File: src/rtl/im_arb_pkg.sv
// ============================================================================
// Module : im_arb_pkg
// Brief  : Shared types and constants for the IF/LS instruction-memory arbiter.
// Rev    : 1.0
// ============================================================================
`default_nettype none

package im_arb_pkg;

    typedef enum logic [1:0] {
        GNT_NONE = 2'd0,
        GNT_IF   = 2'd1,
        GNT_LS   = 2'd2
    } gnt_t;

    localparam int STARVE_W = 4;

endpackage

`default_nettype wire

File: src/rtl/im_arb_if.sv
// ============================================================================
// Module : im_arb_if
// Brief  : Request/response handshakes of the IF and LS ports of im_arb.
// Rev    : 1.0
// ============================================================================
`default_nettype none

interface im_arb_if #(
    parameter int ADDR_W = 32
);
    logic              if_req_valid;
    logic              if_req_ready;
    logic [ADDR_W-1:0] if_req_addr;
    logic              if_flush;
    logic              if_rsp_valid;
    logic              if_rsp_ready;
    logic [31:0]       if_rsp_data;
    logic              ls_req_valid;
    logic              ls_req_ready;
    logic [ADDR_W-1:0] ls_req_addr;
    logic              ls_rsp_valid;
    logic              ls_rsp_ready;
    logic [31:0]       ls_rsp_data;

    modport master (
        output if_req_valid, if_req_addr, if_flush, if_rsp_ready,
        output ls_req_valid, ls_req_addr, ls_rsp_ready,
        input  if_req_ready, if_rsp_valid, if_rsp_data,
        input  ls_req_ready, ls_rsp_valid, ls_rsp_data
    );

    modport slave (
        input  if_req_valid, if_req_addr, if_flush, if_rsp_ready,
        input  ls_req_valid, ls_req_addr, ls_rsp_ready,
        output if_req_ready, if_rsp_valid, if_rsp_data,
        output ls_req_ready, ls_rsp_valid, ls_rsp_data
    );
endinterface

`default_nettype wire

File: src/rtl/im_rsp_skid.sv
// ============================================================================
// Module : im_rsp_skid
// Brief  : One-entry response skid buffer; fresh data passes straight through.
// Rev    : 1.0
// ============================================================================
`default_nettype none

module im_rsp_skid (
    input  wire logic        clk,
    input  wire logic        rst_n,
    input  wire logic        clr_i,
    input  wire logic        in_valid_i,
    input  wire logic [31:0] in_data_i,
    input  wire logic        out_ready_i,
    output logic             out_valid_o,
    output logic [31:0]      out_data_o,
    output logic             full_o
);
    logic        full_q, full_d;
    logic [31:0] data_q, data_d;

    assign out_valid_o = !clr_i && (full_q || in_valid_i);
    assign out_data_o  = full_q ? data_q : in_data_i;
    assign full_o      = full_q;

    always_comb begin
        full_d = full_q;
        data_d = data_q;
        if (clr_i) begin
            full_d = 1'b0;
        end else if (full_q) begin
            if (out_ready_i) full_d = 1'b0;
        end else if (in_valid_i && !out_ready_i) begin
            full_d = 1'b1;
            data_d = in_data_i;
        end
    end

    always_ff @(posedge clk or negedge rst_n) begin
        if (!rst_n) begin
            full_q <= 1'b0;
            data_q <= '0;
        end else begin
            full_q <= full_d;
            data_q <= data_d;
        end
    end

    // A fresh word arriving while the entry is occupied would be lost.
    always @(posedge clk) begin
        if (rst_n && !clr_i) assert (!(full_q && in_valid_i));
    end

endmodule

`default_nettype wire

File: src/rtl/im_arb.sv
// ============================================================================
// Module : im_arb
// Brief  : Arbitrates IF fetches and LS reads onto one IM read port (LS first, anti-starvation).
// Rev    : 1.0
// ============================================================================
`default_nettype none

module im_arb #(
    parameter int ADDR_W     = 32,
    parameter int STARVE_MAX = 2
) (
    input  wire logic              clk,
    input  wire logic              rst_n,
    im_arb_if.slave                bus,
    output logic                   IM_en,
    output logic [ADDR_W-1:0]      IM_r_addr,
    input  wire logic [31:0]       IM_r_data
);
    import im_arb_pkg::*;

    localparam logic [STARVE_W-1:0] C_STARVE_MAX = STARVE_W'(STARVE_MAX);

    gnt_t                gnt_q, gnt_d;
    logic [STARVE_W-1:0] starve_q, starve_d;
    logic                w_if_full, w_ls_full;
    logic                w_if_elig, w_ls_elig;

    // A full buffer that drains this cycle counts as free, so a new grant can overlap the drain.
    assign w_if_elig = bus.if_req_valid && (!w_if_full || bus.if_rsp_ready)
                       && (gnt_q != GNT_IF || bus.if_rsp_ready);
    assign w_ls_elig = bus.ls_req_valid && (!w_ls_full || bus.ls_rsp_ready)
                       && (gnt_q != GNT_LS || bus.ls_rsp_ready);

    always_comb begin
        gnt_d    = GNT_NONE;
        starve_d = '0;
        if (rst_n) begin
            if (w_ls_elig && !(w_if_elig && starve_q == C_STARVE_MAX)) gnt_d = GNT_LS;
            else if (w_if_elig)                                        gnt_d = GNT_IF;
        end
        if (gnt_d == GNT_LS && w_if_elig)
            starve_d = (starve_q == C_STARVE_MAX) ? starve_q : starve_q + 1'b1;
    end

    always_ff @(posedge clk or negedge rst_n) begin
        if (!rst_n) begin
            gnt_q    <= GNT_NONE;
            starve_q <= '0;
        end else begin
            gnt_q    <= gnt_d;
            starve_q <= starve_d;
        end
    end

    assign bus.if_req_ready = (gnt_d == GNT_IF);
    assign bus.ls_req_ready = (gnt_d == GNT_LS);
    assign IM_en            = (gnt_d != GNT_NONE);

    always_comb begin
        IM_r_addr = '0;
        case (gnt_d)
            GNT_IF:  IM_r_addr = bus.if_req_addr;
            GNT_LS:  IM_r_addr = bus.ls_req_addr;
            default: IM_r_addr = '0;
        endcase
    end

    im_rsp_skid u_if_skid (
        .clk         (clk),
        .rst_n       (rst_n),
        .clr_i       (bus.if_flush),
        .in_valid_i  (gnt_q == GNT_IF),
        .in_data_i   (IM_r_data),
        .out_ready_i (bus.if_rsp_ready),
        .out_valid_o (bus.if_rsp_valid),
        .out_data_o  (bus.if_rsp_data),
        .full_o      (w_if_full)
    );

    im_rsp_skid u_ls_skid (
        .clk         (clk),
        .rst_n       (rst_n),
        .clr_i       (1'b0),
        .in_valid_i  (gnt_q == GNT_LS),
        .in_data_i   (IM_r_data),
        .out_ready_i (bus.ls_rsp_ready),
        .out_valid_o (bus.ls_rsp_valid),
        .out_data_o  (bus.ls_rsp_data),
        .full_o      (w_ls_full)
    );

endmodule

`default_nettype wire
File: src/flat_wrapper.sv
// flat-port wrapper written by rule: the top's interface ports become plain ports
module im_arb_flat import im_arb_pkg::*;
#(
    parameter int ADDR_W     = 32,
    parameter int STARVE_MAX = 2
)
  (clk, rst_n, IM_en, IM_r_addr, IM_r_data, bus_if_req_valid, bus_if_req_addr, bus_if_flush, bus_if_rsp_ready, bus_ls_req_valid, bus_ls_req_addr, bus_ls_rsp_ready, bus_if_req_ready, bus_if_rsp_valid, bus_if_rsp_data, bus_ls_req_ready, bus_ls_rsp_valid, bus_ls_rsp_data);
  im_arb_if #(.ADDR_W(ADDR_W)) bus_i ();
  input  wire logic clk;
  input  wire logic rst_n;
  output logic IM_en;
  output logic [ADDR_W-1:0] IM_r_addr;
  input  wire logic [31:0] IM_r_data;
  input wire logic [$bits(bus_i.if_req_valid)-1:0] bus_if_req_valid;
  input wire logic [$bits(bus_i.if_req_addr)-1:0] bus_if_req_addr;
  input wire logic [$bits(bus_i.if_flush)-1:0] bus_if_flush;
  input wire logic [$bits(bus_i.if_rsp_ready)-1:0] bus_if_rsp_ready;
  input wire logic [$bits(bus_i.ls_req_valid)-1:0] bus_ls_req_valid;
  input wire logic [$bits(bus_i.ls_req_addr)-1:0] bus_ls_req_addr;
  input wire logic [$bits(bus_i.ls_rsp_ready)-1:0] bus_ls_rsp_ready;
  output wire logic [$bits(bus_i.if_req_ready)-1:0] bus_if_req_ready;
  output wire logic [$bits(bus_i.if_rsp_valid)-1:0] bus_if_rsp_valid;
  output wire logic [$bits(bus_i.if_rsp_data)-1:0] bus_if_rsp_data;
  output wire logic [$bits(bus_i.ls_req_ready)-1:0] bus_ls_req_ready;
  output wire logic [$bits(bus_i.ls_rsp_valid)-1:0] bus_ls_rsp_valid;
  output wire logic [$bits(bus_i.ls_rsp_data)-1:0] bus_ls_rsp_data;
  assign bus_i.if_req_valid = bus_if_req_valid;
  assign bus_i.if_req_addr = bus_if_req_addr;
  assign bus_i.if_flush = bus_if_flush;
  assign bus_i.if_rsp_ready = bus_if_rsp_ready;
  assign bus_i.ls_req_valid = bus_ls_req_valid;
  assign bus_i.ls_req_addr = bus_ls_req_addr;
  assign bus_i.ls_rsp_ready = bus_ls_rsp_ready;
  assign bus_if_req_ready = bus_i.if_req_ready;
  assign bus_if_rsp_valid = bus_i.if_rsp_valid;
  assign bus_if_rsp_data = bus_i.if_rsp_data;
  assign bus_ls_req_ready = bus_i.ls_req_ready;
  assign bus_ls_rsp_valid = bus_i.ls_rsp_valid;
  assign bus_ls_rsp_data = bus_i.ls_rsp_data;
  im_arb #(.ADDR_W(ADDR_W), .STARVE_MAX(STARVE_MAX)) u_core (.clk(clk), .rst_n(rst_n), .bus(bus_i), .IM_en(IM_en), .IM_r_addr(IM_r_addr), .IM_r_data(IM_r_data));
endmodule
File: config.mk
export PLATFORM = sky130hd
export DESIGN_NAME = im_arb_flat
export DESIGN_NICKNAME = d
export VERILOG_FILES = /design/src/rtl/im_arb_pkg.sv /design/src/rtl/im_arb_if.sv /design/src/rtl/im_rsp_skid.sv /design/src/rtl/im_arb.sv /design/src/flat_wrapper.sv
export SDC_FILE = /design/constraint.sdc
export NUM_CORES = 1
export LEC_CHECK = 0
export ABC_AREA = 0
export CAP_MARGIN = 0
export CORE_MARGIN = 2
export CORE_UTILIZATION = 37
export DETAILED_ROUTE_END_ITERATION = 8
export GPL_ROUTABILITY_DRIVEN = 0
export PLACE_DENSITY = 0.76
export SLEW_MARGIN = 5
export SYNTH_ARGS = -nofsm -noshare
export SYNTH_HDL_FRONTEND = slang
export SYNTH_HIERARCHICAL = 1
export SYNTH_SLANG_ARGS = --single-unit
File: constraint.sdc
create_clock -name clk -period 2.5 [get_ports clk]
set_input_delay 0.5 -clock clk [delete_from_list [all_inputs] [get_ports clk]]
set_output_delay 0.5 -clock clk [all_outputs]
set_load 0.02 [all_outputs]
==> impl_metrics.ini, run 1 <==
[sta]
slew_violations = 0
hold_viol_final = 0
fmax_mhz = 332
period_needed_ns = 3.01
layout_setup_ws_ns = -0.513
final-setup-viol-count = 36
worstMarginPinSlew_ns = 0.875
setup_tns_ns = -15.20
finalCritPeriodShare = 1.21
slew_headroom = 0.416
rsz0062_at_grt = yes
clock_skew_ns = 0.00754

[routing]
wl_per_cell_um = 19.1
ant_nets = 0
wl_um = 13500
first_iter_violations = 125
drc = 0
vias = 3579
via_per_inst = 5.04
dr.pass1.iters = 4

[floorplan]
initial_core_util = 0.383
die_height_um = 111
die_width_um = 111
rows = 38
pin_count = 204
core_area_sq_um = 11000
die_area_sq_um = 12200

[layout]
diodes = 0
fillers = 808
drive_gt1_frac = 0.511
area_delta_synth_final_pct = 80.1
finalNonFillerCells = 710
multi_input_area_sq_um = 2710
regArea_sq_um = 1800
fin_nets = 674

[power]
power_density_nw_per_um2 = 558
ir_drop_mv = 0.382
p_leak_nw = 3.00

[synth]
async_flop_share = 1.00
yosys-top-cells-count = 120 x mux2_2, 72 x dfrtp_1, 35 x nor2b_1, 32 x a22oi_1
syn_area_per_cell_sq_um = 12.7
synth_largest_area_cell = dfrtp_1
synth_edf_count = 0
synth_warnings = 6
synth.area.top_cells = dfrtp_1 43%, mux2_2 32%, a22oi_1 5.7%
synth_cell_types = 30
ys_ff_latch = 72
seq_area_frac_synth = 0.429
synthCells = 331
netlist_area_sq_um = 4200
synth_top_area_share = 0.429
synthFlopType = dfrtp_1
synth.most_common_cell = mux2_2

[status]
violations = setup timing
status = finished with violations

[critical_path]
arrival_ns = 2.51
crit_path_max_fanout = 8
setup.worst_path.class = reg -> out
endpoint_kind = output port
crit_required_ns = 2.00
r2r_slack_ns = -0.10
crit_path_start_kind = register

[clock_network]
clock_latency_ns = 0.33
h-tree-depth = 3
numCtsBuffers = 9
ctsLongestPathBuffers = 2
cts_root_buffer = clkbuf_16
cts_tree = built
clk_pin_slew_ns = 0.06
numClockSinks = 72

[global_routing]
grt_util_all_layers = 0.212
antenna_found_initial = 0
grt_max_degree = 71
grt_pass1_wl_um = 20900
grt_pass1_vias = 3947
grt_overflow = 0

[placement]
dp_hpwl_um = 9010
io_buffers = 203
placed_cells = 681

[min_path]
hold_class = in -> async

[flow_run]
drv_cap = 0
[kinds of logic (layout without fill, tap and decap cells)]
kind of cell | after synthesis | after routing | share of synthesized area
AND/OR/NAND/NOR | 55 | 55 | 0.0902
flip-flops | 72 | 72 | 0.429
adder cells (fa/ha/maj) | 6 | 6 | 0.0179
buffers and inverters | 27 | 264 | 0.0420
other | 1 | 3 | 0.000892
multiplexers | 128 | 128 | 0.343
XOR/XNOR | 1 | 1 | 0.00208
AO/OA/AOI/OAI | 41 | 41 | 0.0753
[critical path, cell delays in order (launching register included)]
cell      delay, ns
dfrtp_1        0.38
inv_1          0.06
ha_2           0.17
nand2b_1       0.08
or2_4          0.27
a311o_1        0.36
ha_4           0.25
buf_12         0.16
a22oi_2        0.25
nor2b_4        0.08
buf_6          0.14
[through the flow]
stage                     setup slack, ns  utilization  hold WS [ns]  area [sq um]  power (mW)
after CTS                          -0.586        0.672        0.0628          7380        4.21
after global routing               -0.622        0.689        0.0727          7570        4.43
after floorplan                   -0.0483            -         0.204          4680        2.33
final                              -0.513        0.689        0.0849          7570        4.23
after detailed placement           -0.983        0.630         0.412          6920        2.86
after global placement             -0.944        0.630         0.413          6920        2.80
[cell usage in the layout (no fill, tap or decap), types with 2 or more instances in the layout]
cell	Yosys	routed
a21oi_1	3	2
ha_2	0	2
nor2b_1	35	3
nor2b_4	0	30
a22oi_2	0	31
conb_1	1	3
dlymetal6s2s_1	0	2
nor2_1	4	4
nand2_1	2	2
clkbuf_16	0	11
nor2b_2	0	2
nor3b_1	2	2
buf_8	0	2
inv_1	3	2
mux2_1	8	8
mux2_2	120	120
clkinvlp_4	0	2
buf_4	0	30
clkdlybuf4s50_1	0	165
nand2b_1	2	2
nor4b_4	2	2
ha_4	0	3
buf_12	0	8
nor3_1	2	2
buf_6	9	35
or3b_1	2	2
dfrtp_1	72	72
[final cells by class]
type / count / share of cell area
multi-input cells: 234 / 0.358
repair buffers: 245 / 0.339
flip-flops and latches: 72 / 0.238
clock buffers: 9 / 0.0298
well taps: 140 / 0.0231
clock inverters: 7 / 0.0104
inverters: 3 / 0.00149
[per-layer routing]
metal  global-route usage  vias up  share of wire
met5                    0        -              0
met4               0.0450        0         0.0097
met3               0.0966       13          0.090
met2                0.367      134           0.51
met1                0.240     1751           0.39
li1                     -     1681              -
[state kept, by name, indices dropped and copies added (netlist names)]
name and flops:
u_core/u_ls_skid/data_q 32, u_core/gnt_q 2, u_core/u_if_skid/data_q 32, u_core/u_ls_skid/full_o 1
u_core/u_if_skid/full_o 1, u_core/starve_q 4
[power by group]
group / total (mW) / internal [mW] / switching (mW) / leakage, nW
clock network: 1.30 / 0.783 / 0.519 / 0.144
registers: 1.62 / 1.47 / 0.146 / 0.890
logic: 1.31 / 0.790 / 0.515 / 1.97
total: 4.23 / 3.05 / 1.18 / 3.00
[repair_timing]
action,in CTS,in global routing
hold buffers,0,0
setup endpoints to repair,103,62
resized for setup,204,36
buffers inserted,8,3
gates cloned,1,2
pin swaps,4,14
[worst paths after layout]
check / cells after the start / startpoint / to
worst min register to register: 1 / u_core/u_ls_skid/data_q[15] / u_core/u_ls_skid/data_q[15]
min in group clk: 1 / u_core/u_ls_skid/data_q[15] / u_core/u_ls_skid/data_q[15]
worst min-delay path: 2 / rst_n / u_core/gnt_q[1]
worst max register to register: 11 / u_core/starve_q[0] / u_core/starve_q[1]
max in group asynchronous: 2 / rst_n / u_core/u_if_skid/data_q[17]
worst max-delay path: 10 / u_core/starve_q[0] / IM_r_addr[15]
No activity file was read; power rests on OpenSTA's default activity.
==> run 2: changes to the inputs <==
--- a/config.mk
+++ b/config.mk
@@ -6,9 +6,12 @@
 export NUM_CORES = 1
 export LEC_CHECK = 0
 export ABC_AREA = 0
+export ABC_CLOCK_PERIOD_IN_PS = 2500
 export CAP_MARGIN = 0
 export CORE_MARGIN = 2
 export CORE_UTILIZATION = 37
+export CTS_CLUSTER_DIAMETER = 100
+export CTS_CLUSTER_SIZE = 25
 export DETAILED_ROUTE_END_ITERATION = 8
 export GPL_ROUTABILITY_DRIVEN = 0
 export PLACE_DENSITY = 0.76
==> results of run 2 <==
Same layout as run 1: the final DEF is identical, and so are final timing and power.
